`src/rtl/seq_mult_core.sv`:
```
// Sequential shift-add multiplier: control FSM plus A/B/X/M datapath.
// Unsigned or two's-complement operands selected per operation; product is {A,B}.
module seq_mult_core #(
  parameter int unsigned WIDTH = 8
) (
  input  logic               Clk,
  input  logic               Reset_n,
  input  logic               Run,
  input  logic               ClearA_LoadB,
  input  logic               Signed_Mode,
  input  logic [WIDTH-1:0]   Din,
  output logic               Busy,
  output logic               Done,
  output logic [WIDTH-1:0]   Aval,
  output logic [WIDTH-1:0]   Bval,
  output logic               X,
  output logic [2*WIDTH-1:0] Product
);

  localparam int unsigned CNT_W = $clog2(WIDTH);
  localparam logic [CNT_W-1:0] LastCnt = CNT_W'(WIDTH - 1);

  typedef enum logic [2:0] {
    StIdle,
    StStart,
    StAdd,
    StShift,
    StDone
  } state_e;

  state_e           state_q, state_d;
  logic [WIDTH-1:0] a_q, a_d;
  logic [WIDTH-1:0] b_q, b_d;
  logic [WIDTH-1:0] m_q, m_d;
  logic             x_q, x_d;
  logic [CNT_W-1:0] cnt_q, cnt_d;
  logic             mode_q, mode_d;

  logic [WIDTH:0]   a_ext, m_ext, sum;
  logic             last_bit;

  always_ff @(posedge Clk or negedge Reset_n) begin
    if (!Reset_n) begin
      state_q <= StIdle;
      a_q     <= '0;
      b_q     <= '0;
      m_q     <= '0;
      x_q     <= 1'b0;
      cnt_q   <= '0;
      mode_q  <= 1'b0;
    end else begin
      state_q <= state_d;
      a_q     <= a_d;
      b_q     <= b_d;
      m_q     <= m_d;
      x_q     <= x_d;
      cnt_q   <= cnt_d;
      mode_q  <= mode_d;
    end
  end

  // The signed multiplier's MSB carries negative weight, so its step subtracts.
  always_comb begin
    last_bit = (cnt_q == LastCnt);
    a_ext    = mode_q ? {a_q[WIDTH-1], a_q} : {1'b0, a_q};
    m_ext    = mode_q ? {m_q[WIDTH-1], m_q} : {1'b0, m_q};
    sum      = (mode_q && last_bit) ? (a_ext - m_ext) : (a_ext + m_ext);
  end

  always_comb begin
    state_d = state_q;
    a_d     = a_q;
    b_d     = b_q;
    m_d     = m_q;
    x_d     = x_q;
    cnt_d   = cnt_q;
    mode_d  = mode_q;
    unique case (state_q)
      StIdle: begin
        if (Run) begin
          state_d = StStart;
        end else if (ClearA_LoadB) begin
          b_d = Din;
          a_d = '0;
          x_d = 1'b0;
        end
      end
      StStart: begin
        m_d     = Din;
        a_d     = '0;
        x_d     = 1'b0;
        cnt_d   = '0;
        mode_d  = Signed_Mode;
        state_d = StAdd;
      end
      StAdd: begin
        if (b_q[0]) begin
          a_d = sum[WIDTH-1:0];
          x_d = sum[WIDTH];
        end
        state_d = StShift;
      end
      StShift: begin
        x_d     = mode_q ? x_q : 1'b0;
        a_d     = {x_q, a_q[WIDTH-1:1]};
        b_d     = {a_q[0], b_q[WIDTH-1:1]};
        cnt_d   = cnt_q + CNT_W'(1);
        state_d = last_bit ? StDone : StAdd;
      end
      StDone: begin
        if (!Run) begin
          state_d = StIdle;
        end
      end
      default: state_d = StIdle;
    endcase
  end

  assign Busy    = (state_q == StStart) || (state_q == StAdd) || (state_q == StShift);
  assign Done    = (state_q == StDone);
  assign Aval    = a_q;
  assign Bval    = b_q;
  assign X       = x_q;
  assign Product = {a_q, b_q};

endmodule

```
`config.mk`:
```
export PLATFORM = sky130hd
export DESIGN_NAME = seq_mult_core
export DESIGN_NICKNAME = d
export VERILOG_FILES = /design/src/rtl/seq_mult_core.sv
export SDC_FILE = /design/constraint.sdc
export NUM_CORES = 1
export LEC_CHECK = 0
export ABC_AREA = 1
export BUFFER_PORTS_ARGS = -buffer_cell sky130_fd_sc_hd__buf_4
export CORE_AREA = 2 2 83 85
export CTS_BUF_LIST = sky130_fd_sc_hd__clkbuf_4 sky130_fd_sc_hd__clkbuf_8 sky130_fd_sc_hd__clkbuf_16
export DETAILED_ROUTE_END_ITERATION = 10
export DIE_AREA = 0 0 85 87
export GPL_ROUTABILITY_DRIVEN = 0
export PLACE_DENSITY = 0.6
export SYNTH_ARGS = -nofsm -noshare
export SYNTH_HDL_FRONTEND = slang
export SYNTH_SLANG_ARGS = --single-unit
```
`constraint.sdc`:
```
create_clock -name Clk -period 4.25 [get_ports Clk]
set_clock_uncertainty 0.15 [all_clocks]
set_input_delay 0.85 -clock Clk [delete_from_list [all_inputs] [get_ports Clk]]
set_output_delay 0.85 -clock Clk [all_outputs]
set_load 0.02 [all_outputs]
```
==> impl_results.md <==
* Status: completed
* Synth Area in Compound Gates at 14.7%
* Final Max Slew Viols at 0
* WS Path Type: reg -> reg
* Crit path DAT at 2660 ps
* Total iterations of the first detailed-routing run at 4
* XOR/XNOR share of the synthesized area at 2.79%
* Fmax at 380 MHz
* Met3 Track Usage GR at 3.60%
* Post-layout net count at 345
* Final period utilization at 62.0%
* Starting Density at 33.5%
* Top FF cell, synth: dfrtp_1
* Crit path max fanout at 8
* Routed via count at 1,868
* H-tree depth at 2
* Async set or reset register ratio after synthesis at 100%
* CTS Buf Count at 5
* Vias in the first global route at 1,797
* Core box area at 6570 um2
* Worst hold-check path type: in -> async
* Die Span Y at 87 um
* Syn Inst Count at 286
* Placed cell count at 393
* RR Startpoint: cnt_q[0]
* Actual slew at the worst max-slew pin at 512 ps
* Gr usage total at 13.7%
* Non-Filler Instances at 401
* Postcts setup bufs at 0
* Maximum root-to-sink buffer count at 2
* Max cap viols at 0
* Dpl cell area at 2500 um2
* Register area share after synthesis at 36.4%
* Synth warn at 0
* Post-Synth Simple-Gate Area at 21.7%
* Mean routed wirelength per cell at 11.8 um
* Clock transition at path regs at 70 ps
* DR iter-0 viols at 75
* Synth Area in Adders at 7.16%
* Critical Path End Type: flop
* P&R area growth vs syn at 18.8%
* TritonCTS clock tree: built
* Power density over cell area at 939 nW/um2
* Largest family of logic cells by synthesized area: simple AND/OR/NAND/NOR gates
* First-pass GRT wire length at 8140 um
* Clk Latency, worst-skew pair at 290 ps
* Rel. slew slack at 65.8%
* Mux contribution to synthesized area at 2.05%
* Fin util at 39.8%
* Die area at 7400 um2
* Ant. Diodes at 0
* Final Setup Violations at 0
* Leak Pwr at 1.40 nW
* Netlist cell types at 32
* Setup crit start: cnt_q[0]
* Layout cells sized above 1 at 24.6%
* M2 GR Usage at 23.2%
* Antenna viol nets, final at 0
* DRC Markers at 0
* Initial antenna violation count at 0
* Dpl hpwl at 3630 um
* Fin area at 2610 um2
* Fin Hold WS at 345 ps
* Post-synth net total at 311
* Gr busiest metal: met2
* Post-DR vias/cell at 4.66
* CTS Hold Bufs at 0
* Hold Violations, Final at 0
* Setup_tns at 0 ps
* Synth Register Bits at 32
* Tmin final at 2630 ps
* Num rows at 30
* Post_cts resized at 0
* Met1 usage at 17.5%
* Worst path required time at 4280 ps
* Port buffer count at 47
* Largest net degree at the start of global routing at 33
* CP Launch Type: flop
* Clock sink count at 32
* Synth Cell Area at 2200 um2
* Syn_area_per_cell at 7.70 um2
* Ports at 48
* Post-synth EDFFs at 0
* Maximum vdd ir drop at 0.402 mV
* DIE WIDTH at 85 um
* Routed WL at 4750 um
* Root buf cell: clkbuf_8
* GRT overflow at 0
* RSZ-0062 raised after global routing: false
[Yosys cell counts, types with 2 or more instances]
| master | instances | area share [%] |
|---|---|---|
| nor2_2 | 5 | 1.4 |
| buf_4 | 18 | 6.1 |
| nand2_1 | 67 | 11 |
| mux2_2 | 4 | 2.0 |
| dfrtp_1 | 32 | 36 |
| o211ai_1 | 4 | 1.4 |
| ha_1 | 11 | 6.3 |
| nand2_2 | 4 | 1.1 |
| nand4_1 | 2 | 0.57 |
| inv_1 | 43 | 7.3 |
| a21oi_1 | 17 | 3.9 |
| o21ai_1 | 10 | 2.3 |
| a22o_1 | 2 | 0.80 |
| nand3_1 | 15 | 3.4 |
| o21ai_0 | 9 | 2.0 |
| nor2_1 | 15 | 2.6 |
| inv_2 | 4 | 0.68 |
| o22ai_1 | 3 | 0.85 |
| o211ai_2 | 3 | 1.7 |
| xor2_1 | 6 | 2.4 |
[area by class of cell]
type / count / area (um2)
clock buffer: 5 / 68.8
clock inverter: 3 / 42.5
timing repair buffer: 47 / 353
multi-input combinational: 186 / 1060
tap: 80 / 100
inverter: 48 / 185
sequential: 32 / 801
fill: 673 / 3960
[flip-flops by register name, indices dropped and copies added (netlist names)]
| signal | flops |
|---|---|
| Aval | 8 |
| Bval | 8 |
| m_q | 8 |
| cnt_q | 3 |
| state_q | 3 |
| X | 1 |
| mode_q | 1 |
[path summary, 6_finish.rpt]
| check | end | slack, ps | cells past startpoint |
|---|---|---|---|
| setup / recovery | X | 1620 | 16 |
| hold / removal | Aval[1] | 340 | 1 |
| setup reg to reg | X | 1620 | 16 |
| hold reg to reg | cnt_q[0] | 370 | 1 |
| max in group asynchronous | X | 3300 | 1 |
| min in group Clk | cnt_q[0] | 370 | 1 |
[cells in the final DEF (no fill, tap or decap), types with 5 or more instances in the layout]
cell,n
ha_1,11
buf_4,47
xor2_1,6
nor2_2,5
dfrtp_1,32
o21ai_0,9
clkbuf_8,5
nand2_1,67
inv_1,43
o21ai_1,10
nand3_1,15
nor2_1,15
a21oi_1,17
[worst max-delay path: stages, from the launching register on]
cell,delay [ps]
dfrtp_1,400
ha_1,200
ha_1,210
nand2_1,190
nand2_1,120
nand2_1,90
xor2_1,140
inv_1,50
ha_1,320
nand2_1,100
inv_1,40
nand2_1,50
nand2_1,40
a21oi_1,170
nand3_1,90
nand3_1,100
nand2_1,50
[metal layers]
metal,vias to the layer above,part of all wire (%)
li1,975,-
met1,851,48
met2,38,46
met3,4,4.7
met4,0,0.86
met5,-,0
[power by group]
group / switching, W / leakage (nW) / internal [W]
clock: 0.000124 / 0.0541 / 0.000174
combinational: 0.000967 / 0.959 / 0.000609
sequential: 0.000132 / 0.391 / 0.000448
total: 0.00122 / 1.40 / 0.00123
[kinds of logic (layout without fill, tap and decap cells)]
logic type | after synthesis | after routing
fa+ha+maj | 12 | 12
simple gates | 110 | 110
compound gates | 53 | 53
xor+xnor | 7 | 7
buf+inv | 68 | 103
mux | 4 | 4
flops | 32 | 32
[stage by stage]
stage               total power [W]  worst slack (ps)
detailed placement          0.00217              1630
floorplan                   0.00181              1850
finish                      0.00245              1620
global route                0.00271              1290
global placement            0.00215              1640
CTS                         0.00248              1600
(Power assumes the default switching activity.)
